==> src/rtl/fetch_pkg.sv <==
// rtl/fetch_pkg.sv - shared types and sizing helpers for the instruction fetch front end
// Purpose: FSM state type, instruction size, and pointer/counter width helpers
//          derived from the prefetch queue depth.
package fetch_pkg;

    typedef enum logic {
        ST_FETCH = 1'b0,
        ST_DRAIN = 1'b1
    } fetch_state_t;

    localparam int INSTR_BYTES = 4;

    // PTR_W indexes DEPTH entries; CNT_W also holds the value DEPTH itself
    function automatic int ptr_w(input int depth);
        return $clog2(depth);
    endfunction

    function automatic int cnt_w(input int depth);
        return $clog2(depth) + 1;
    endfunction

endpackage

==> src/rtl/fetch_queue.sv <==
// rtl/fetch_queue.sv - synchronous prefetch FIFO holding {instr, pc} pairs
// Purpose: DEPTH-entry FIFO with flush; head is visible combinationally.
// Ports:
//   clk, rst_n        clock, asynchronous active-low reset
//   i_push, i_data    write request and {instr, pc} payload
//   i_pop             read request (ignored when empty)
//   i_flush           clear all entries; overrides push and pop
//   o_data            head entry
//   o_full, o_empty   status flags
//   o_count           entries held
module fetch_queue
    import fetch_pkg::*;
#(
    parameter int WIDTH = 32,
    parameter int DEPTH = 4
) (
    input  logic                   clk,
    input  logic                   rst_n,
    input  logic                   i_push,
    input  logic [2*WIDTH-1:0]     i_data,
    input  logic                   i_pop,
    input  logic                   i_flush,
    output logic [2*WIDTH-1:0]     o_data,
    output logic                   o_full,
    output logic                   o_empty,
    output logic [$clog2(DEPTH):0] o_count
);

    localparam int PTR_W = ptr_w(DEPTH);
    localparam int CNT_W = cnt_w(DEPTH);

    logic [2*WIDTH-1:0] r_mem [DEPTH];
    logic [PTR_W-1:0]   r_wr_ptr;
    logic [PTR_W-1:0]   r_rd_ptr;
    logic [CNT_W-1:0]   r_count;
    logic               w_do_push;
    logic               w_do_pop;

    assign o_full    = (r_count == CNT_W'(DEPTH));
    assign o_empty   = (r_count == '0);
    assign o_count   = r_count;
    assign o_data    = r_mem[r_rd_ptr];

    // A push into a full queue is accepted only when the head leaves in the same cycle
    assign w_do_pop  = i_pop && !o_empty;
    assign w_do_push = i_push && (!o_full || w_do_pop);

    always_ff @(posedge clk or negedge rst_n) begin
        if (!rst_n) begin
            r_wr_ptr <= '0;
            r_rd_ptr <= '0;
            r_count  <= '0;
        end else if (i_flush) begin
            r_wr_ptr <= '0;
            r_rd_ptr <= '0;
            r_count  <= '0;
        end else begin
            if (w_do_push) begin
                r_wr_ptr <= r_wr_ptr + PTR_W'(1);
            end
            if (w_do_pop) begin
                r_rd_ptr <= r_rd_ptr + PTR_W'(1);
            end
            r_count <= r_count + CNT_W'(w_do_push) - CNT_W'(w_do_pop);
        end
    end

    // Storage needs no reset: the head is only consumed while the queue is non-empty
    always_ff @(posedge clk) begin
        if (w_do_push && !i_flush) begin
            r_mem[r_wr_ptr] <= i_data;
        end
    end

endmodule

==> src/rtl/fetch_prefetch_unit.sv <==
// rtl/fetch_prefetch_unit.sv - instruction fetch front end with prefetch queue and redirect
// Purpose: owns the fetch PC, issues req/gnt fetches to a variable-latency
//          in-order instruction memory, buffers responses for decode, and
//          discards in-flight responses after a branch/jump redirect.
// Ports:
//   clk, rst_n                         clock, asynchronous active-low reset
//   imem_req_o, imem_addr_o            fetch request and word-aligned address
//   imem_gnt_i                         request accepted this cycle
//   imem_rvalid_i, imem_rdata_i        in-order response
//   redirect_i, redirect_pc_i          taken branch/jump and its target
//   stall_i                            decode cannot accept
//   instr_valid_o, instr_o, pc_o       queue head
//   pc_plus4_o                         pc_o + 4
//   occupancy_o                        entries held in the queue
module fetch_prefetch_unit
    import fetch_pkg::*;
#(
    parameter int               WIDTH    = 32,
    parameter int               DEPTH    = 4,
    parameter logic [WIDTH-1:0] RESET_PC = '0
) (
    input  logic                   clk,
    input  logic                   rst_n,
    output logic                   imem_req_o,
    output logic [WIDTH-1:0]       imem_addr_o,
    input  logic                   imem_gnt_i,
    input  logic                   imem_rvalid_i,
    input  logic [WIDTH-1:0]       imem_rdata_i,
    input  logic                   redirect_i,
    input  logic [WIDTH-1:0]       redirect_pc_i,
    input  logic                   stall_i,
    output logic                   instr_valid_o,
    output logic [WIDTH-1:0]       instr_o,
    output logic [WIDTH-1:0]       pc_o,
    output logic [WIDTH-1:0]       pc_plus4_o,
    output logic [$clog2(DEPTH):0] occupancy_o
);

    localparam int               CNT_W   = cnt_w(DEPTH);
    localparam logic [WIDTH-1:0] PC_STEP = WIDTH'(INSTR_BYTES);
    localparam logic [CNT_W:0]   DEPTH_W = (CNT_W + 1)'(DEPTH);

    fetch_state_t       r_state;
    fetch_state_t       w_state_nxt;
    logic [WIDTH-1:0]   r_fetch_pc;
    logic [WIDTH-1:0]   w_fetch_pc_nxt;
    logic [WIDTH-1:0]   r_resp_pc;
    logic [WIDTH-1:0]   w_resp_pc_nxt;
    logic [CNT_W-1:0]   r_outstanding;
    logic [CNT_W-1:0]   w_outstanding_nxt;
    logic [CNT_W-1:0]   r_discard;
    logic [CNT_W-1:0]   w_discard_nxt;
    logic [CNT_W-1:0]   w_count_nxt;
    logic               r_req;
    logic               w_req_nxt;

    logic               w_grant;
    logic               w_push;
    logic               w_pop;
    logic [WIDTH-1:0]   w_redirect_pc;
    logic [2*WIDTH-1:0] w_q_head;
    logic               w_q_full;
    logic               w_q_empty;
    logic [CNT_W-1:0]   w_q_count;
    logic               w_unused_lsbs;

    assign w_grant       = r_req && imem_gnt_i;
    assign w_redirect_pc = {redirect_pc_i[WIDTH-1:2], 2'b00};
    assign w_unused_lsbs = &{1'b0, redirect_pc_i[1:0]};

    // Responses are only kept in FETCH; anything arriving with a redirect is stale
    assign w_push = (r_state == ST_FETCH) && imem_rvalid_i && !redirect_i;
    assign w_pop  = !w_q_empty && !stall_i && !redirect_i;

    fetch_queue #(
        .WIDTH (WIDTH),
        .DEPTH (DEPTH)
    ) u_queue (
        .clk     (clk),
        .rst_n   (rst_n),
        .i_push  (w_push),
        .i_data  ({imem_rdata_i, r_resp_pc}),
        .i_pop   (w_pop),
        .i_flush (redirect_i),
        .o_data  (w_q_head),
        .o_full  (w_q_full),
        .o_empty (w_q_empty),
        .o_count (w_q_count)
    );

    always_comb begin
        w_fetch_pc_nxt    = w_grant ? r_fetch_pc + PC_STEP : r_fetch_pc;
        w_resp_pc_nxt     = w_push ? r_resp_pc + PC_STEP : r_resp_pc;
        w_outstanding_nxt = r_outstanding;
        w_discard_nxt     = r_discard;
        if (redirect_i) begin
            // r_discard is zero in FETCH and r_outstanding is zero in DRAIN,
            // so one expression covers a redirect from either state
            w_fetch_pc_nxt    = w_redirect_pc;
            w_resp_pc_nxt     = w_redirect_pc;
            w_outstanding_nxt = '0;
            w_discard_nxt     = r_discard + r_outstanding + CNT_W'(w_grant)
                                - CNT_W'(imem_rvalid_i);
        end else if (r_state == ST_FETCH) begin
            w_outstanding_nxt = r_outstanding + CNT_W'(w_grant) - CNT_W'(imem_rvalid_i);
        end else begin
            w_discard_nxt = r_discard - CNT_W'(imem_rvalid_i);
        end
        w_state_nxt = (w_discard_nxt == '0) ? ST_FETCH : ST_DRAIN;
        w_count_nxt = redirect_i ? '0
                    : w_q_count + CNT_W'(w_push) - CNT_W'(w_pop);
        // Request is registered: the credit check looks at next-cycle occupancy
        w_req_nxt   = (w_state_nxt == ST_FETCH)
                      && (({1'b0, w_count_nxt} + {1'b0, w_outstanding_nxt}) < DEPTH_W);
    end

    always_ff @(posedge clk or negedge rst_n) begin
        if (!rst_n) begin
            r_state       <= ST_FETCH;
            r_fetch_pc    <= RESET_PC;
            r_resp_pc     <= RESET_PC;
            r_outstanding <= '0;
            r_discard     <= '0;
            r_req         <= 1'b0;
        end else begin
            r_state       <= w_state_nxt;
            r_fetch_pc    <= w_fetch_pc_nxt;
            r_resp_pc     <= w_resp_pc_nxt;
            r_outstanding <= w_outstanding_nxt;
            r_discard     <= w_discard_nxt;
            r_req         <= w_req_nxt;
        end
    end

    assign imem_req_o    = r_req;
    assign imem_addr_o   = r_fetch_pc;
    assign instr_valid_o = !w_q_empty;
    assign instr_o       = w_q_empty ? '0 : w_q_head[2*WIDTH-1:WIDTH];
    assign pc_o          = w_q_empty ? '0 : w_q_head[WIDTH-1:0];
    assign pc_plus4_o    = w_q_empty ? '0 : w_q_head[WIDTH-1:0] + PC_STEP;
    assign occupancy_o   = w_q_count;

    a_no_overflow: assert property (@(posedge clk) disable iff (!rst_n)
        !(w_push && w_q_full && !w_pop));

    a_no_orphan_rvalid: assert property (@(posedge clk) disable iff (!rst_n)
        !(imem_rvalid_i && (r_outstanding == '0) && (r_discard == '0)));

endmodule

==> config.mk <==
export PLATFORM = sky130hd
export DESIGN_NAME = fetch_prefetch_unit
export DESIGN_NICKNAME = d
export VERILOG_FILES = /design/src/rtl/fetch_pkg.sv /design/src/rtl/fetch_queue.sv /design/src/rtl/fetch_prefetch_unit.sv
export SDC_FILE = /design/constraint.sdc
export NUM_CORES = 1
export LEC_CHECK = 0
export BUFFER_PORTS_ARGS = -buffer_cell sky130_fd_sc_hd__buf_2
export CAP_MARGIN = 10
export CORE_ASPECT_RATIO = 1.2
export CORE_MARGIN = 4
export CORE_UTILIZATION = 60
export DETAILED_ROUTE_END_ITERATION = 12
export GPL_TIMING_DRIVEN = 0
export PLACE_DENSITY = 0.94
export SLEW_MARGIN = 20
export SYNTH_ARGS = -nofsm -noshare
export SYNTH_HDL_FRONTEND = slang
export SYNTH_SLANG_ARGS = --single-unit
==> constraint.sdc <==
create_clock -name clk -period 6.8 [get_ports clk]
set_input_delay 0.68 -clock clk [delete_from_list [all_inputs] [get_ports clk]]
set_output_delay 0.68 -clock clk [all_outputs]
set_load 0.005 [all_outputs]
Yosys cells after proc, flatten, opt, wreduce, memory -nomap -nowiden
Memories as Yosys holds them, arrays and structs flattened. Cells that the tools add are included.

Add/sub/neg operators: 16. Magnitude comparators: 1. Eq/ne operators: 1. Mux-type cells: 20. Bitwise gates (word level): 1. Reduce and logical (&&, ||, !) cells: 20.

Operators by type and width (count): two-way mux 32 bit (7); adder 32 x 3 -> 32 bit, second input constant (3); two-way mux 3 bit (6); subtractor 3 x 1 -> 3 bit (5); adder 3 x 1 -> 3 bit (4); logical AND 1 bit (9); two-way mux 2 bit (4); nonzero test 2 bit (4); logical NOT 3 bit (2); adder 2 x 1 -> 2 bit, second input constant (2); adder 3 x 3 -> 4 bit (1); logical NOT 1 bit (4); less-than comparator 4 x 3 -> 1 bit, second input constant (1); adder 3 bit (1); equality test 3 bit, second input constant (1); two-way mux 1 bit (3); logical OR 1 bit (1); inverter 1 bit (1).

Register bits after elaboration: 79. RAM bits: 256. Bits of input ports: 70. Output and inout bits: 133. Word-level logic and storage cells: 69. Memories: 1.

Memories: u_queue.r_mem (words 4, bits a word 64, read ports 1, clocked after memory_dff 0, wr ports 1, line fetch_queue.sv:32) `logic [2*WIDTH-1:0] r_mem [DEPTH];`.

Longest topological paths before layout
Gate-level depths: netlist of the first run.

Depth in word-level cells: 10. Gate-level depth with buffers: 13. Gate-level depth less buffers: 11.

By module
A second synthesis of the first run with hierarchy kept.

Cell total of the unflattened synthesis: 1019. Area total of the unflattened synthesis: 15109.5 um2.

By module, submodules not included: fetch_queue (times used 1, cells an instance 379, area each 9718.1 um2, sequential area each 7862.5 um2); fetch_prefetch_unit (times used 1, cells an instance 640, area each 5391.4 um2, sequential area each 1701.6 um2).

Least setup slack after synthesis of the first run
OpenSTA, ideal clock, no wires.

Kind: input to register. Start: input imem_rvalid_i. End: memory u_queue.r_mem[0][10] (netlist bit) (enable). Library setup time: 0.426 ns. Arrival: 3.057 ns. Data required time: 6.374 ns. Path slack: 3.317 ns. Stages on the path: 5. Path buffers: 1. Cells stage by stage: nor2b_1 -> clkbuf_1 -> nand2_1 -> a41oi_1 -> and2_1.

Longest elaborated chain between the ends: 6.

Ends and longest elaborated chain: from (decl) (line fetch_prefetch_unit.sv:27) `input logic imem_rvalid_i,`; logical AND 1 bit (2 in a row) (line fetch_prefetch_unit.sv:72) `assign w_push = (r_state == ST_FETCH) && imem_rvalid_i && !redirect_i;`; logical AND 1 bit (line fetch_queue.sv:46) `assign w_do_push = i_push && (!o_full || w_do_pop);`; logical AND 1 bit (line fetch_queue.sv:70) `if (w_do_push && !i_flush) begin`; two-way mux 1 bit (line fetch_queue.sv:70); two-way mux 1 bit (not written as such) (line fetch_queue.sv:71) `r_mem[r_wr_ptr] <= i_data;`; to (decl) (line fetch_queue.sv:32).

Every way passes these cells.

Final worst setup path of the first run
Start: register u_queue.r_rd_ptr[1]. End: output pc_plus4_o[20].

Longest elaborated chain between the ends: 3.

Ends and longest elaborated chain: from (decl) (line fetch_queue.sv:34) `logic [PTR_W-1:0] r_rd_ptr;`; from (signal assigned) (line fetch_queue.sv:62) `r_rd_ptr <= r_rd_ptr + PTR_W'(1);`; memory read (4 x 64 bit); adder 32 x 3 -> 32 bit (line fetch_prefetch_unit.sv:140) `assign pc_plus4_o = w_q_empty ? '0 : w_q_head[WIDTH-1:0] + PC_STEP;`; two-way mux 32 bit (line fetch_prefetch_unit.sv:140); to (decl) (line fetch_prefetch_unit.sv:35) `output logic [WIDTH-1:0] pc_plus4_o,`.

Every way passes these cells.

==> results of run 1 <==
-- sequential cells by signal, summed over array words and instances (netlist names) --
register          cells
u_queue.r_mem       248
r_resp_pc            30
imem_req_o            1
u_queue.r_wr_ptr      2
r_outstanding         3
u_queue.o_count       3
imem_addr_o          30
u_queue.r_rd_ptr      2
r_discard             3
r_state               1
-- final timing paths --
kind | depth (start not counted) | slack (ps) | endpoint
worst max-delay path | 10 | 2440 | pc_plus4_o[20]
max in group asynchronous | 2 | 6100 | r_resp_pc[27]$_DFFE_PN0N_
min in group clk | 1 | 340 | u_queue.r_mem[1][54]$_DFFE_PP_
worst max register to register | 13 | 2570 | imem_req_o$_DFF_PN0_
worst min register to register | 1 | 460 | r_discard[2]$_DFF_PN0_
worst min-delay path | 1 | 100 | imem_addr_o[7]$_DFFE_PN0N_
-- report_power, final --
group,internal (W),switching [W],total (W)
Sequential,0.00223,0.0000955,0.00233
Clock,0.00103,0.000721,0.00175
Combinational,0.000637,0.000789,0.00143
-- per-layer routing --
layer / vias to the layer above / global-route usage [%] / wire length, µm
li1: 4048 / - / -
met5: - / 0 / 13
met3: 120 / 5.388 / 3707
met1: 4691 / 35.37 / 12980
met2: 605 / 48.25 / 18660
met4: 2 / 9.573 / 1260
-- critical path, stage by stage, from the launching register on --
cell,delay (ps)
dfrtp_1,330
buf_2,230
buf_4,260
mux4_2,320
ha_1,230
nand3_2,220
or3_1,430
clkbuf_1,250
nor4b_2,340
mux2_1,350
buf_2,150
-- cells in the mapped netlist (all sizes together), types with 21 or more instances --
master    n  share of area (%)
edfxtp  248                 52
dfrtp    75                 13
and2     63                2.7
mux4     62                9.7
nor2     57                1.5
mux2     45                3.5
xnor2    45                2.7
nand2    34               0.88
inv      31               0.80
nand3    30                1.1
clkbuf   29               0.75
a21oi    25               0.87
nor3     24               0.83
buf      21               0.99
xor2     21                1.3
-- metrics by stage --
stage / cell area, µm² / std cells / power, W / utilization (%)
floorplan: 14480 / 956 / 0.003188 / -
global placement: 15840 / 1465 / 0.003680 / 67.61
detailed placement: 15970 / 1470 / 0.003750 / 68.15
CTS: 17020 / 1526 / 0.005509 / 72.62
global route: 17020 / 1526 / 0.005735 / 72.62
finish: 17020 / 1527 / 0.005498 / 72.63
-- kinds of logic after synthesis --
logic type	Yosys count	synth area share [%]
other cells	1	0.02594
compound gates	56	2.120
fa+ha+maj	23	2.250
xor+xnor	67	4.154
simple gates	288	10.90
buf+inv	81	2.544
mux	112	13.51
flops	323	64.49
-- layout make-up --
type	count	area (µm²)	share of cell area (%)
flip-flops and latches	323	9324	54.79
well taps	315	394.1	2.316
repair buffers	199	1089	6.397
plain buffers	50	251.5	1.478
multi-input cells	552	4795	28.17
clock buffers	41	843.3	4.956
inverters	31	116.4	0.6838
diodes	1	2.502	0.01470
clock inverters	15	202.7	1.191
==> results.toml, run 1 <==
[clock_tree]
cts-resized-gates = 0
cts_buffer_depth = 3
cts_sinks = 323
clk_pin_slew_ps = 60
cts_setup_buffers = 0
htreeDepth = 1
tritoncts = "done"
cts_hold_buffers = 0
root_buffer = "clkbuf_16"
cts-buffers-inserted = 30
clkLatencyLatePin_ps = 550

[logic_synthesis]
synth_edf_count = 248
ys_types = 48
syn_area_per_cell_um2 = 15.20
ys_ff_latch = 323
synthArstFlopShare_pct = 23.22
yosysSeqAreaShare_pct = 64.49
synth_flop_cell = "edfxtp_1"
ys_warn_count = 0
syn_area_mm2 = 0.01446
syn_inst = 951

[sta]
final.setup.tns_ps = 0
fin_crit_sh_pct = 64.11
min_period_ps = 4359
fmax_mhz = 229.4
rsz0062_at_grt = "false"
finalSetupViolCount = 0
slew-limit-headroom_pct = 45.21
worst_pin_slew_ps = 815.6
worst_hold_slack_ps = 104.3
finClkSkew_ps = 18.64
timing_hold_violations_final = 0
slew_viol_final = 0
worst_slack_ps = 2441

[routing]
vias = 9466
routedWlPerCell_um = 23.99
wl_um = 36630
dr.pass1.iters = 6
route.detailed.drc = 0
viasPerCell = 6.199
drtAntennaViolNets = 0
drtIter0Drc = 775

[cells_and_area]
final_cell_mix = "248 x edfxtp_1, 202 x buf_2, 75 x dfrtp_1, 62 x mux4_2, 59 x and2_1"
num-nets-final = 1280
drive_above_1_share_pct = 31.63
fillers = 1385
area_growth_syn_to_layout_pct = 17.71
final_common_cell = "edfxtp_1"

[floorplan]
fp.dieW_um = 149.7
io_pins = 203
die_h_um = 178.0
dieArea_mm2 = 0.02665
initial_core_util_pct = 61.70
core_mm2 = 0.02343
rows = 61

[worst_setup_path]
worstPathRequired_ps = 6120
r2r_start = "u_queue.o_count[1]$_DFF_PN0_"
path_class = "flop to primary output"
worstSetupStartpoint = "u_queue.r_rd_ptr[1]$_DFFE_PN0P_"
startpoint_type = "flop"
cp_max_fo = 10
endpoint_kind = "primary output"
crit_arrival_ps = 3680

[grt]
first_global_vias = 9797
grt_usage_pct = 27.79
grt_overflow = 0
grt_max_degree = 45
antenna_found_initial = 1
grt_pass1_wl_um = 56310

[power_and_ir_drop]
powerDensity_mw_per_mm2 = 323.1
power.leakage_nw = 6.333
max-vdd-ir-drop_v = 0.0002101

[place]
place_ws_ps = 2689
gp_congestion = 0.9046
port_buffers = 194
hpwl_um = 24440

[run_status]
status = "complete, no violations"

[worst_hold_path]
hold_path.class = "input port to async pin"

[flow_run]
cap_viol_max_count = 0
Power figures use the tool's default switching activity.
==> run 2, diff against run 1 <==
--- a/config.mk
+++ b/config.mk
@@ -5,14 +5,15 @@
 export SDC_FILE = /design/constraint.sdc
 export NUM_CORES = 1
 export LEC_CHECK = 0
+export ABC_AREA = 1
 export BUFFER_PORTS_ARGS = -buffer_cell sky130_fd_sc_hd__buf_2
 export CAP_MARGIN = 10
 export CORE_ASPECT_RATIO = 1.2
 export CORE_MARGIN = 4
-export CORE_UTILIZATION = 60
+export CORE_UTILIZATION = 53
 export DETAILED_ROUTE_END_ITERATION = 12
 export GPL_TIMING_DRIVEN = 0
-export PLACE_DENSITY = 0.94
+export PLACE_DENSITY = 0.88
 export SLEW_MARGIN = 20
 export SYNTH_ARGS = -nofsm -noshare
 export SYNTH_HDL_FRONTEND = slang
==> constraint.sdc (replaced) <==
create_clock -name clk -period 3.6 [get_ports clk]
set_input_delay 0.36 -clock clk [delete_from_list [all_inputs] [get_ports clk]]
set_output_delay 0.36 -clock clk [all_outputs]
set_load 0.005 [all_outputs]
==> run 2 against run 1 <==
Effect of this change:
- largest cell class unchanged
- critical path type unchanged
- wire length rose by 33%
- final area increased by 14%
- non-clock buffer count increased by 53
- final cell count grew 65%
- clock power increased by 91%
- count of clock-buffer cells in the layout is 7 lower
- critical path depth rose by 5
- core utilization fell by 8.8 points
- register-to-register slack lost 2100 ps
- worst setup slack got worse by 2300 ps
==> results.toml, run 2 <==
[logic_synthesis]
ys_types = 44
syn_area_per_cell_um2 = 8.902
synth_edf_count = 248
yosysSeqAreaShare_pct = 56.92
synth.area.top_cells = "edfxtp_1 45%, nand2_1 12%, dfrtp_1 11%"
yosys.area.top_type = "edfxtp_1"
syn_inst = 1840
synth.most_common_cell = "nand2_1"
synthTopCellsByCount = "505 x nand2_1, 292 x nor2_1, 248 x edfxtp_1, 131 x inv_1, 125 x nand3_1"
syn_area_mm2 = 0.01638
ys_warn_count = 0
synth_top_area_share_pct = 45.47
synth_flop_cell = "edfxtp_1"
ys_ff_latch = 323
synthArstFlopShare_pct = 23.22

[worst_setup_path]
crit_arrival_ps = 3100
r2r_start = "u_queue.o_count[1]$_DFF_PN0_"
r2r_slack_ps = 470
endpoint_kind = "primary output"
worstSetupStartpoint = "u_queue.r_rd_ptr[0]$_DFFE_PN0P_"
worstPathRequired_ps = 3240
r2r_end = "imem_req_o$_DFF_PN0_"
cp-endpoint = "pc_plus4_o[12]"
path_class = "flop to primary output"
startpoint_type = "flop"
cp_max_fo = 10
r2r_cells = 15

[place]
hpwl_um = 34540
port_buffers = 194
gp_congestion = 0.9551
place_ws_ps = -118.9

[routing]
wl_met1_um = 17660
dr.pass1.iters = 6
wl_um = 48670
route.detailed.drc = 0
routedWlPerCell_um = 19.29
drtIter0Drc = 1828
viasPerCell = 5.796
vias = 14620
maxUsedRoutingLayer = "met4"
drtAntennaViolNets = 0
route.met3.wl_um = 4970
route.met2.wl_um = 24250

[floorplan]
dieArea_mm2 = 0.03379
core_mm2 = 0.03048
rows = 70
die_h_um = 200.6
fp.dieW_um = 168.5
io_pins = 203
initial_core_util_pct = 53.74

[power_and_ir_drop]
p_int_w = 0.007441
power_switching_w = 0.004267
seq_power_share_pct = 38.4
power.total_w = 0.01171
power.leakage_nw = 8.301
max-vdd-ir-drop_v = 0.0003625
powerDensity_mw_per_mm2 = 602.0
pwr-share-clk_pct = 28.6
power_frac_comb_pct = 33.0
p_sw_share_pct = 36.45

[sta]
worst_slack_ps = 142.9
slew_viol_final = 0
worst_hold_slack_ps = 18.95
worst_pin_slew_ps = 787.9
slew-limit-headroom_pct = 47.35
finClkSkew_ps = 20.10
finalSetupViolCount = 0
min_period_ps = 3457
fin_crit_sh_pct = 96.03
timing_hold_violations_final = 0
rsz0062_at_grt = "false"
fmax_mhz = 289.3

[worst_hold_path]
hold_path.class = "input port to flop"
min_from = "imem_rdata_i[12]"

[cells_and_area]
top_register = "u_queue.r_mem"
num-nets-final = 2194
area_growth_syn_to_layout_pct = 18.75
drive_above_1_share_pct = 16.89
largest_reg_flops = 248
final_cell_mix = "505 x nand2_1, 287 x nor2_1, 248 x edfxtp_1, 213 x buf_2, 131 x inv_1"
final_common_cell = "nand2_1"

[grt]
grt_max_degree = 58
grt_usage_pct = 27.79
grt_pass1_wl_um = 75810
grt_overflow = 0
first_global_vias = 14160
antenna_found_initial = 1

[clock_tree]
htreeDepth = 1
cts-buffers-inserted = 31
clk_pin_slew_ps = 70
cts_sinks = 323
tritoncts = "done"
root_buffer = "clkbuf_16"
cts_buffer_depth = 3
clkLatencyLatePin_ps = 570

[flow_run]
cap_viol_max_count = 0

[run_status]
status = "complete, no violations"
==> run 2: changes by cell type after synthesis, moves of 62 or more <==
cell	before	now
inv_1	31	131
mux4_2	62	0
nand2_1	34	505
nand3_1	27	125
nor2_1	57	292
o21ai_0	18	106
==> run 2: how the worst min path moves through the flow <==
| stage | to | slack, ps | depth (start not counted) |
|---|---|---|---|
| finish | u_queue.r_mem[3][44]$_DFFE_PP_ | 20 | 1 |
| global route | u_queue.r_mem[2][36]$_DFFE_PP_ | 4 | 1 |
| CTS | u_queue.r_mem[2][37]$_DFFE_PP_ | 0.4 | 1 |
| detailed placement | imem_addr_o[10]$_DFFE_PN0N_ | 280 | 1 |
| global placement | u_queue.r_wr_ptr[0]$_DFFE_PN0P_ | 520 | 1 |
| floorplan | imem_addr_o[10]$_DFFE_PN0N_ | 60 | 0 |
==> run 2: power groups by stage <==
| stage | Clock, W | Sequential [W] | Combinational (W) |
|---|---|---|---|
| global route | 0.00354 | 0.00452 | 0.00424 |
| CTS | 0.00337 | 0.00448 | 0.00379 |
| global placement | 0 | 0.00454 | 0.00360 |
| finish | 0.00335 | 0.00450 | 0.00386 |
| floorplan | 0 | 0.00449 | 0.00231 |
| detailed placement | 0 | 0.00455 | 0.00374 |
==> run 2: timing repair <==
item | CTS | global route
setup buffers | 0 | 0
endpoints found under the setup margin | 5 | 32
gates resized for setup | 0 | 4
cloned | 0 | 0
hold buffers | 18 | 1
hold endpoints to repair | 84 | 1
==> run 2: layer usage <==
metal	vias to the layer above	GRT usage [%]
met1	6787	35.82
met4	0	10.58
met2	1049	47.82
met3	146	3.801
li1	6642	-
met5	-	0
==> run 2: cells by family after synthesis <==
kind of cell / after synthesis / share of synthesized area (%)
other cells: 1 / 0.02289
compound gates: 229 / 7.738
xor+xnor: 32 / 1.711
flops: 323 / 56.92
fa+ha+maj: 23 / 1.986
simple gates: 1018 / 25.70
buf+inv: 214 / 5.912
==> run 2: critical path, cell delays in order (launching register included) <==
cell	delay (ps)
dfrtp_1	370
buf_6	180
inv_8	60
buf_6	140
buf_6	150
nand2_1	80
o211ai_1	90
nand2_1	180
ha_1	190
nand3_1	110
nor2_2	170
nand2_2	150
nor2_4	160
o21ai_0	90
a21oi_1	240
buf_2	160
==> run 2: final cells by class <==
cell class / count / area [µm²]
inverters: 135 / 514.2
fillers: 2357 / 11030
diodes: 1 / 2.502
multi-input cells: 1308 / 6148
well taps: 396 / 495.5
flip-flops and latches: 323 / 9324
repair buffers: 225 / 1464
plain buffers: 77 / 446.7
clock inverters: 24 / 257.7
clock buffers: 34 / 797.0
==> run 2: per-stage QoR <==
step | TNS (ps) | util [%] | area [µm²] | cells
CTS | 0 | 63.72 | 19420 | 2521
floorplan | -207090 | - | 16400 | 1845
global route | 0 | 63.81 | 19450 | 2523
finish | 0 | 63.81 | 19450 | 2523
detailed placement | -118.9 | 59.70 | 18200 | 2447
global placement | -758360 | 58.61 | 17860 | 2435
